==> config.mk <==
export PLATFORM = sky130hd
export DESIGN_NAME = eq_band_mixer
export DESIGN_NICKNAME = d
export VERILOG_FILES = /design/src/rtl/eq_mix_pkg.sv /design/src/rtl/eq_round_sat.sv /design/src/rtl/eq_band_mixer.sv
export SDC_FILE = /design/constraint.sdc
export NUM_CORES = 2
export LEC_CHECK = 0
export CORE_MARGIN = 2
export CORE_UTILIZATION = 32
export DETAILED_ROUTE_END_ITERATION = 16
export SLEW_MARGIN = 10
export SYNTH_ARGS = -nofsm -noshare
export SYNTH_HDL_FRONTEND = slang
export SYNTH_SLANG_ARGS = --single-unit
export TNS_END_PERCENT = 5
==> constraint.sdc <==
create_clock -name clk -period 39 [get_ports clk]
set_input_delay 9.75 -clock clk [delete_from_list [all_inputs] [get_ports clk]]
set_output_delay 9.75 -clock clk [all_outputs]
set_load 0.01 [all_outputs]
==> src/rtl/eq_mix_pkg.sv <==
// Shared constants and types for the equaliser band mixer.
//   N_BANDS     number of filter-bank bands summed (0 = lowpass ... 9 = highpass)
//   DATA_W      signed band sample / output width
//   GAIN_W      signed Q2.10 gain width, GAIN_FRAC fractional bits
//   ACC_W       accumulator width, wide enough for N_BANDS full-precision products
//   UNITY_GAIN  1.0 in Q2.10
//   state_e     mixer sequencing states
package eq_mix_pkg;

  localparam int unsigned N_BANDS   = 10;
  localparam int unsigned DATA_W    = 24;
  localparam int unsigned GAIN_W    = 12;
  localparam int unsigned GAIN_FRAC = 10;
  localparam int unsigned ACC_W     = DATA_W + GAIN_W + $clog2(N_BANDS);
  localparam int unsigned PROD_W    = DATA_W + GAIN_W;
  localparam int unsigned IDX_W     = 4;

  localparam logic signed [GAIN_W-1:0] UNITY_GAIN = 12'sd1024;
  localparam logic [IDX_W-1:0]         LAST_IDX   = IDX_W'(N_BANDS - 1);

  typedef enum logic [1:0] {
    StIdle,
    StAcc,
    StDone
  } state_e;

endpackage

==> src/rtl/eq_round_sat.sv <==
// Combinational round-half-up and saturate from accumulator to output width.
//   acc       signed accumulator, GAIN_FRAC fractional bits
//   sample    signed DATA_W result, clamped to the representable range
//   sat_flag  high when clamping took place
module eq_round_sat
  import eq_mix_pkg::*;
(
  input  logic signed [ACC_W-1:0]  acc,
  output logic signed [DATA_W-1:0] sample,
  output logic                     sat_flag
);

  localparam logic signed [DATA_W-1:0] OutMax = {1'b0, {(DATA_W-1){1'b1}}};
  localparam logic signed [DATA_W-1:0] OutMin = {1'b1, {(DATA_W-1){1'b0}}};
  localparam logic signed [ACC_W-1:0]  SatMax = {{(ACC_W-DATA_W){1'b0}}, OutMax};
  localparam logic signed [ACC_W-1:0]  SatMin = {{(ACC_W-DATA_W){1'b1}}, OutMin};
  localparam logic signed [ACC_W-1:0]  RoundBias = ACC_W'(2 ** (GAIN_FRAC - 1));

  logic signed [ACC_W-1:0] rounded;

  always_comb begin
    // Bias by half an LSB then floor: ties round toward +inf.
    rounded  = (acc + RoundBias) >>> GAIN_FRAC;
    sample   = rounded[DATA_W-1:0];
    sat_flag = 1'b0;
    if (rounded > SatMax) begin
      sample   = OutMax;
      sat_flag = 1'b1;
    end else if (rounded < SatMin) begin
      sample   = OutMin;
      sat_flag = 1'b1;
    end
  end

endmodule

==> src/rtl/eq_band_mixer.sv <==
// Per-band gain and sum of the filter-bank outputs through one shared MAC.
// A sample set is snapshotted on acceptance, then one band per clock is multiplied by
// its active gain and accumulated; the sum is rounded, saturated and presented once.
//   clk, rst_n     clock, synchronous active-low reset
//   bands_in       packed band samples, band k at [k*DATA_W +: DATA_W]
//   sample_valid   strobe: bands_in holds a new sample set
//   gain_wr_*      shadow gain write port (addresses >= N_BANDS ignored)
//   audio_out      equalised sample, held until the next result
//   out_valid      one-cycle pulse per new audio_out
//   busy           high while a sample is in flight
//   overrun        sticky: a sample_valid arrived while busy and was dropped
// Optional: define EQ_MIX_CLIP_CNT_EN to add clip_count, a saturating count of
// results that were clamped.
module eq_band_mixer
  import eq_mix_pkg::*;
(
  input  logic                       clk,
  input  logic                       rst_n,
  input  logic [N_BANDS*DATA_W-1:0]  bands_in,
  input  logic                       sample_valid,
  input  logic                       gain_wr_en,
  input  logic [IDX_W-1:0]           gain_wr_addr,
  input  logic signed [GAIN_W-1:0]   gain_wr_data,
  output logic signed [DATA_W-1:0]   audio_out,
  output logic                       out_valid,
  output logic                       busy,
`ifdef EQ_MIX_CLIP_CNT_EN
  output logic [15:0]                clip_count,
`endif
  output logic                       overrun
);

  state_e                    state_q;
  logic [IDX_W-1:0]          idx_q;
  logic signed [ACC_W-1:0]   acc_q;
  logic signed [DATA_W-1:0]  snap_q     [N_BANDS];
  logic signed [GAIN_W-1:0]  gain_shd_q [N_BANDS];
  logic signed [GAIN_W-1:0]  gain_act_q [N_BANDS];

  logic signed [PROD_W-1:0]  prod;
  logic signed [ACC_W-1:0]   prod_ext;
  logic signed [DATA_W-1:0]  rs_sample;
  logic                      rs_sat;

  assign prod     = snap_q[idx_q] * gain_act_q[idx_q];
  assign prod_ext = {{(ACC_W-PROD_W){prod[PROD_W-1]}}, prod};

  eq_round_sat u_round_sat (
    .acc      (acc_q),
    .sample   (rs_sample),
    .sat_flag (rs_sat)
  );

  always_ff @(posedge clk) begin
    if (!rst_n) begin
      state_q   <= StIdle;
      idx_q     <= '0;
      acc_q     <= '0;
      audio_out <= '0;
      out_valid <= 1'b0;
      busy      <= 1'b0;
      overrun   <= 1'b0;
`ifdef EQ_MIX_CLIP_CNT_EN
      clip_count <= '0;
`endif
      for (int k = 0; k < N_BANDS; k++) begin
        snap_q[k]     <= '0;
        gain_shd_q[k] <= UNITY_GAIN;
        gain_act_q[k] <= UNITY_GAIN;
      end
    end else begin
      out_valid <= 1'b0;

      for (int k = 0; k < N_BANDS; k++) begin
        if (gain_wr_en && gain_wr_addr == IDX_W'(k)) begin
          gain_shd_q[k] <= gain_wr_data;
        end
      end

      if (sample_valid && state_q != StIdle) begin
        overrun <= 1'b1;
      end

      unique case (state_q)
        StIdle: begin
          if (sample_valid) begin
            for (int k = 0; k < N_BANDS; k++) begin
              snap_q[k] <= bands_in[k*DATA_W +: DATA_W];
              // A write on the accepting edge goes straight into the active bank.
              gain_act_q[k] <= (gain_wr_en && gain_wr_addr == IDX_W'(k)) ? gain_wr_data
                                                                        : gain_shd_q[k];
            end
            acc_q   <= '0;
            idx_q   <= '0;
            busy    <= 1'b1;
            state_q <= StAcc;
          end
        end
        StAcc: begin
          acc_q <= acc_q + prod_ext;
          idx_q <= idx_q + IDX_W'(1);
          if (idx_q == LAST_IDX) begin
            state_q <= StDone;
          end
        end
        StDone: begin
          audio_out <= rs_sample;
          out_valid <= 1'b1;
          busy      <= 1'b0;
          state_q   <= StIdle;
`ifdef EQ_MIX_CLIP_CNT_EN
          if (rs_sat && clip_count != 16'hFFFF) begin
            clip_count <= clip_count + 16'd1;
          end
`endif
        end
        default: state_q <= StIdle;
      endcase
    end
  end

endmodule

# [Word-level counts from Yosys, hierarchy flattened]
# Memory sizes are Yosys's and may differ from the RTL's. A register that Yosys moved wholly into a read port is not among the register bits.
# Index checks and enable logic that the tools add are counted.
[word_totals] out_inout_bits=27 n_memories=3 mem_bits_rw=480 wordCells=170 regBits=73
[mem_list] memory="snap_q" depth=10 width=24 rd=1 rd_clocked_by_memory_dff=1 wr=10 line="eq_band_mixer.sv:36" source="logic signed [DATA_W-1:0] snap_q [N_BANDS];"
[mem_list] memory="gain_act_q" depth=10 width=12 rd=1 rd_clocked_by_memory_dff=1 wr=10 line="eq_band_mixer.sv:38" source="logic signed [GAIN_W-1:0] gain_act_q [N_BANDS];"
[mem_list] memory="gain_shd_q" depth=10 width=12 rd=10 rd_clocked_by_memory_dff=0 wr=10 line="eq_band_mixer.sv:37" source="logic signed [GAIN_W-1:0] gain_shd_q [N_BANDS];"
[op_classes] magnitude_cmp=2 mux=91 reduce_logical=19 n_eq_ne=14 bitwise_logic=30 n_addsub=3 mul=1
[op_table] operator="$mux W12" count=30
[op_table] operator="$mux W24" count=12
[op_table] operator="$pmux W40 S2" count=1
[op_table] operator="$add A40 B11 Y40 const B" count=1
[op_table] operator="$add A40 B36 Y40" count=1
[op_table] operator="$mux W40" count=1
[op_table] operator="$mux W1" count=37
[op_table] operator="$mul A24 B12 Y36" count=1
[op_table] operator="$gt A30 B24 Y1 const B" count=1
[op_table] operator="$lt A30 B24 Y1 const B" count=1
[op_table] operator="$or A1 B1 Y1" count=30
[op_table] operator="$mux W4" count=5
[op_table] operator="$eq A4 B3 Y1 const B" count=4
[op_table] operator="$eq A4 B4 Y1 const B" count=3
[op_table] operator="$logic_and A1 B1 Y1" count=11
[op_table] operator="$eq A4 B2 Y1 const B" count=2
[op_table] operator="$pmux W4 S2" count=1
[op_table] operator="$reduce_and A2 Y1" count=3
[op_table] operator="$reduce_bool A2 Y1" count=3
[op_table] operator="$add A4 B1 Y4 const B" count=1
[op_table] operator="$eq A4 B1 Y1 const B" count=1
[op_table] operator="$logic_not A4 Y1" count=1
[op_table] operator="$mux W2" count=2
[op_table] operator="$ne A2 B2 Y1 const B" count=2
[op_table] operator="5 further kinds" count=5

# [Longest topological paths before layout]
[depth] word_depth=6 depth_mapped=30 depth_no_buf=26

# [By module]
# Synthesis repeated with hierarchy kept, for this count alone.
[unflattened] cells_unflattened=3232 area_unflattened_um2=36520.0
[modules_own_cells] module="eq_band_mixer" seq_area_each_um2=15955.3 area_each_um2=35619.2 cells_per_inst=3097 n_inst=1
[modules_own_cells] module="eq_round_sat" seq_area_each_um2=0.0 area_each_um2=900.9 cells_per_inst=135 n_inst=1

# [Worst setup path before layout]
# No wires, ideal clock.
[synth_timing] kind="input -> register" start="input rst_n" end="memory gain_act_q[0][0], enable pin" arrival_ns=16.353 cell_stages=4 n_path_buf=3 slack_ns=20.017 cell_sequence="clkbuf_1 > clkbuf_1 > clkbuf_1 > nand2_1"
[synth_rtl] item="from (decl)" line="eq_band_mixer.sv:18" source="input logic rst_n,"
[synth_rtl] item="to (decl)" line="eq_band_mixer.sv:38"

==> flow_summary.toml <==
[synth]
ys.flop_type = "edfxtp_1"
synth_cells = 3179
synth-async-reset-ratio_pct = 0
synth_area_um2 = 36300
ys_types = 71
synth_nets = 3852
synth_enable_flop_cells = 480
ys_ff_latch = 557
synth-seq-area-share_pct = 44.0
syn_area_per_cell_um2 = 11.4
yosys-top-cells-area = "edfxtp_1, fa_1, nand2_1"
yosysTopAreaCell = "edfxtp_1"
yosysWarnings = 0
yosysTopAreaCellShare_pct = 39.7

[sta]
worst_pin_slew_ns = 1.21
fin_crit_ns = 13.11
timing.fmax_mhz = 76.3
holdWs_ns = 0.471
finalCritPeriodShare_pct = 33.6
fin_setup_tns_ns = 0
hold_violations = 0
grt_setup_unrepaired = "no"
slew_viol_final = 0
fin_ws_ns = 25.89
skew_ns = 0.0358
max_slew_margin_pct = 19.2
setup_viol = 0

[clock_tree]
ctsHoldBuffers = 0
cts-root-buf = "clkbuf_16"
htree_levels = 2
cts.sinks = 557
cts.clk_slew.worst_paths_ns = 0.06
numCtsBuffers = 55
clock_latency_ns = 0.65
cts.repair.resized = 0
cts_tree = "done"
cts.path.max_buffers = 3
post_cts_buffers = 0

[drt]
detail-route-antenna-nets = 0
dr.pass1.iters = 6
vias = 23700
wl_um = 94900
drc_errors = 0
vias_per_cell = 4.83
drt_iter0_drc = 1727
routedWlPerCell_um = 19.3

[worst_setup_path]
cp-end-kind = "flip-flop"
worst-path-max-fanout = 127
cp_data_arrival_time_ns = 13.60
path_class = "primary input to flip-flop"
r2r_slack_ns = 29.39
required_ns = 39.49
setup.worst_path.start_class = "primary input"

[pwr]
pwr-share-clk_pct = 19.7
pwr-share-comb_pct = 54.2
leakage_nw = 17.0
p_int_mw = 1.66
seqPwrFrac_pct = 26.1
swShare_pct = 40.7
power_density_nw_per_um2 = 65.9
p_sw_mw = 1.14
ir_worst_vdd_v = 0.0000554

[status]
status = "complete, no violations"

[die]
start_util_pct = 32.3
num_rows = 123
num_io_pins = 287
die_area_um2 = 116000
core_area_um2 = 112000
die_x_um = 341
die_y_um = 341

[placement]
dp_hpwl_um = 68400
dpl.cell_count = 4798
place_ws_ns = 25.26
port_buffers = 286
gp_congestion = 0.844

[global_route]
met2_usage_pct = 27.5
track_usage_pct = 16.2
grt_pass1_vias = 24700
grt_overflow = 0
grt_pass1_wl_um = 147000
grt_start_max_net_pins = 192
grt_util_met1_pct = 21.4
gr-max-usage-layer = "met2"
met3_usage_pct = 2.45
antenna_found_initial = 13

[run]
max-cap-violations = 0

[hold_path]
worstHoldPathType = "flip-flop to flip-flop"

[finish]
layout-drive-gt1-share_pct = 7.44
stdcell_count = 4908
syn_to_final_growth_pct = 17.1
nets = 4028
utilization_pct = 37.8
==> cell families after synthesis <==
logic type | synth area share [%]
AOI/OAI and AO/OA | 6.04
DFF | 44.0
adders and majority gates | 20.7
muxes | 6.18
and+or+nand+nor | 16.6
xor gates and xnor gates | 1.38
buffers and inverters | 5.16
==> layout make-up <==
class	count	area [um^2]
multi-input cells	2149	18600
repair buffers	326	3170
flip-flops and latches	557	16000
inverters	266	998
clock buffers	65	1410
diodes	9	22.5
fillers	10800	70000
well taps	1500	1880
clock inverters	36	435
==> placed cells by master, fill, tap and decap left out, types with 32 or more instances in the layout <==
master | synthesis | layout
edfxtp_1 | 480 | 480
inv_1 | 262 | 262
clkbuf_16 | 0 | 55
nor2b_1 | 71 | 70
o21ai_0 | 37 | 37
a21oi_1 | 168 | 162
and3_1 | 116 | 115
buf_4 | 11 | 40
and2_1 | 281 | 281
fa_1 | 311 | 311
ha_1 | 102 | 102
nand2_1 | 470 | 469
nor2_1 | 144 | 138
nand3_1 | 33 | 32
clkdlybuf4s50_1 | 0 | 285
dfxtp_1 | 77 | 73
xnor2_1 | 41 | 41
mux4_2 | 72 | 72
mux2i_1 | 45 | 45
==> state kept, by name, indices dropped and copies added, names as in the netlist, named ones only <==
register	flops
out_valid	1
overrun	1
acc_q	40
gain_shd_q	120
gain_act_q	120
audio_out	24
snap_q	240
busy	1
state_q	2
idx_q	4
==> cells in the mapped netlist, drive strengths merged (72+ instances only) <==
cell type	n
clkbuf	159
inv	266
a21oi	169
fa	311
nand2	470
mux4	72
and2	281
nor2	144
and3	116
dfxtp	77
edfxtp	480
ha	102
==> worst max-delay path, stage by stage <==
cell	delay [ns]
buf_4	0.52
buf_4	0.82
and3_4	0.46
buf_4	0.75
buf_4	0.82
and2_1	0.23
==> final timing paths <==
check                        from                          end  depth (start not counted)
max                         rst_n  snap_q[8][21]$_SDFFCE_PN0P_                          6
min          overrun$_SDFFE_PN0P_         overrun$_SDFFE_PN0P_                          1
max reg2reg             flip-flop       acc_q[37]$_SDFFE_PN0P_                         23
min reg2reg  overrun$_SDFFE_PN0P_         overrun$_SDFFE_PN0P_                          1
==> per-layer routing <==
layer / vias to the layer above / share of wire [%]
li1: 11100 / -
met1: 11900 / 43
met2: 593 / 50
met3: 95 / 5.0
met4: 4 / 2.1
met5: - / 0.024
==> power by group through the flow <==
stage / Combinational, mW / Clock [mW] / Sequential (mW)
floorplan: 1.13 / 0 / 0.741
detailed placement: 1.52 / 0 / 0.745
global placement: 1.52 / 0 / 0.743
CTS: 1.54 / 0.564 / 0.732
finish: 1.52 / 0.552 / 0.732
global route: 1.72 / 0.583 / 0.737
==> per-stage QoR <==
| step | total power [mW] | area [um^2] |
|---|---|---|
| final | 2.80 | 42500 |
| after global placement | 2.26 | 40600 |
| after floorplan | 1.87 | 36300 |
| after global routing | 3.04 | 42500 |
| after CTS | 2.83 | 42500 |
| after detailed placement | 2.26 | 40600 |
(Power assumes the default switching activity.)
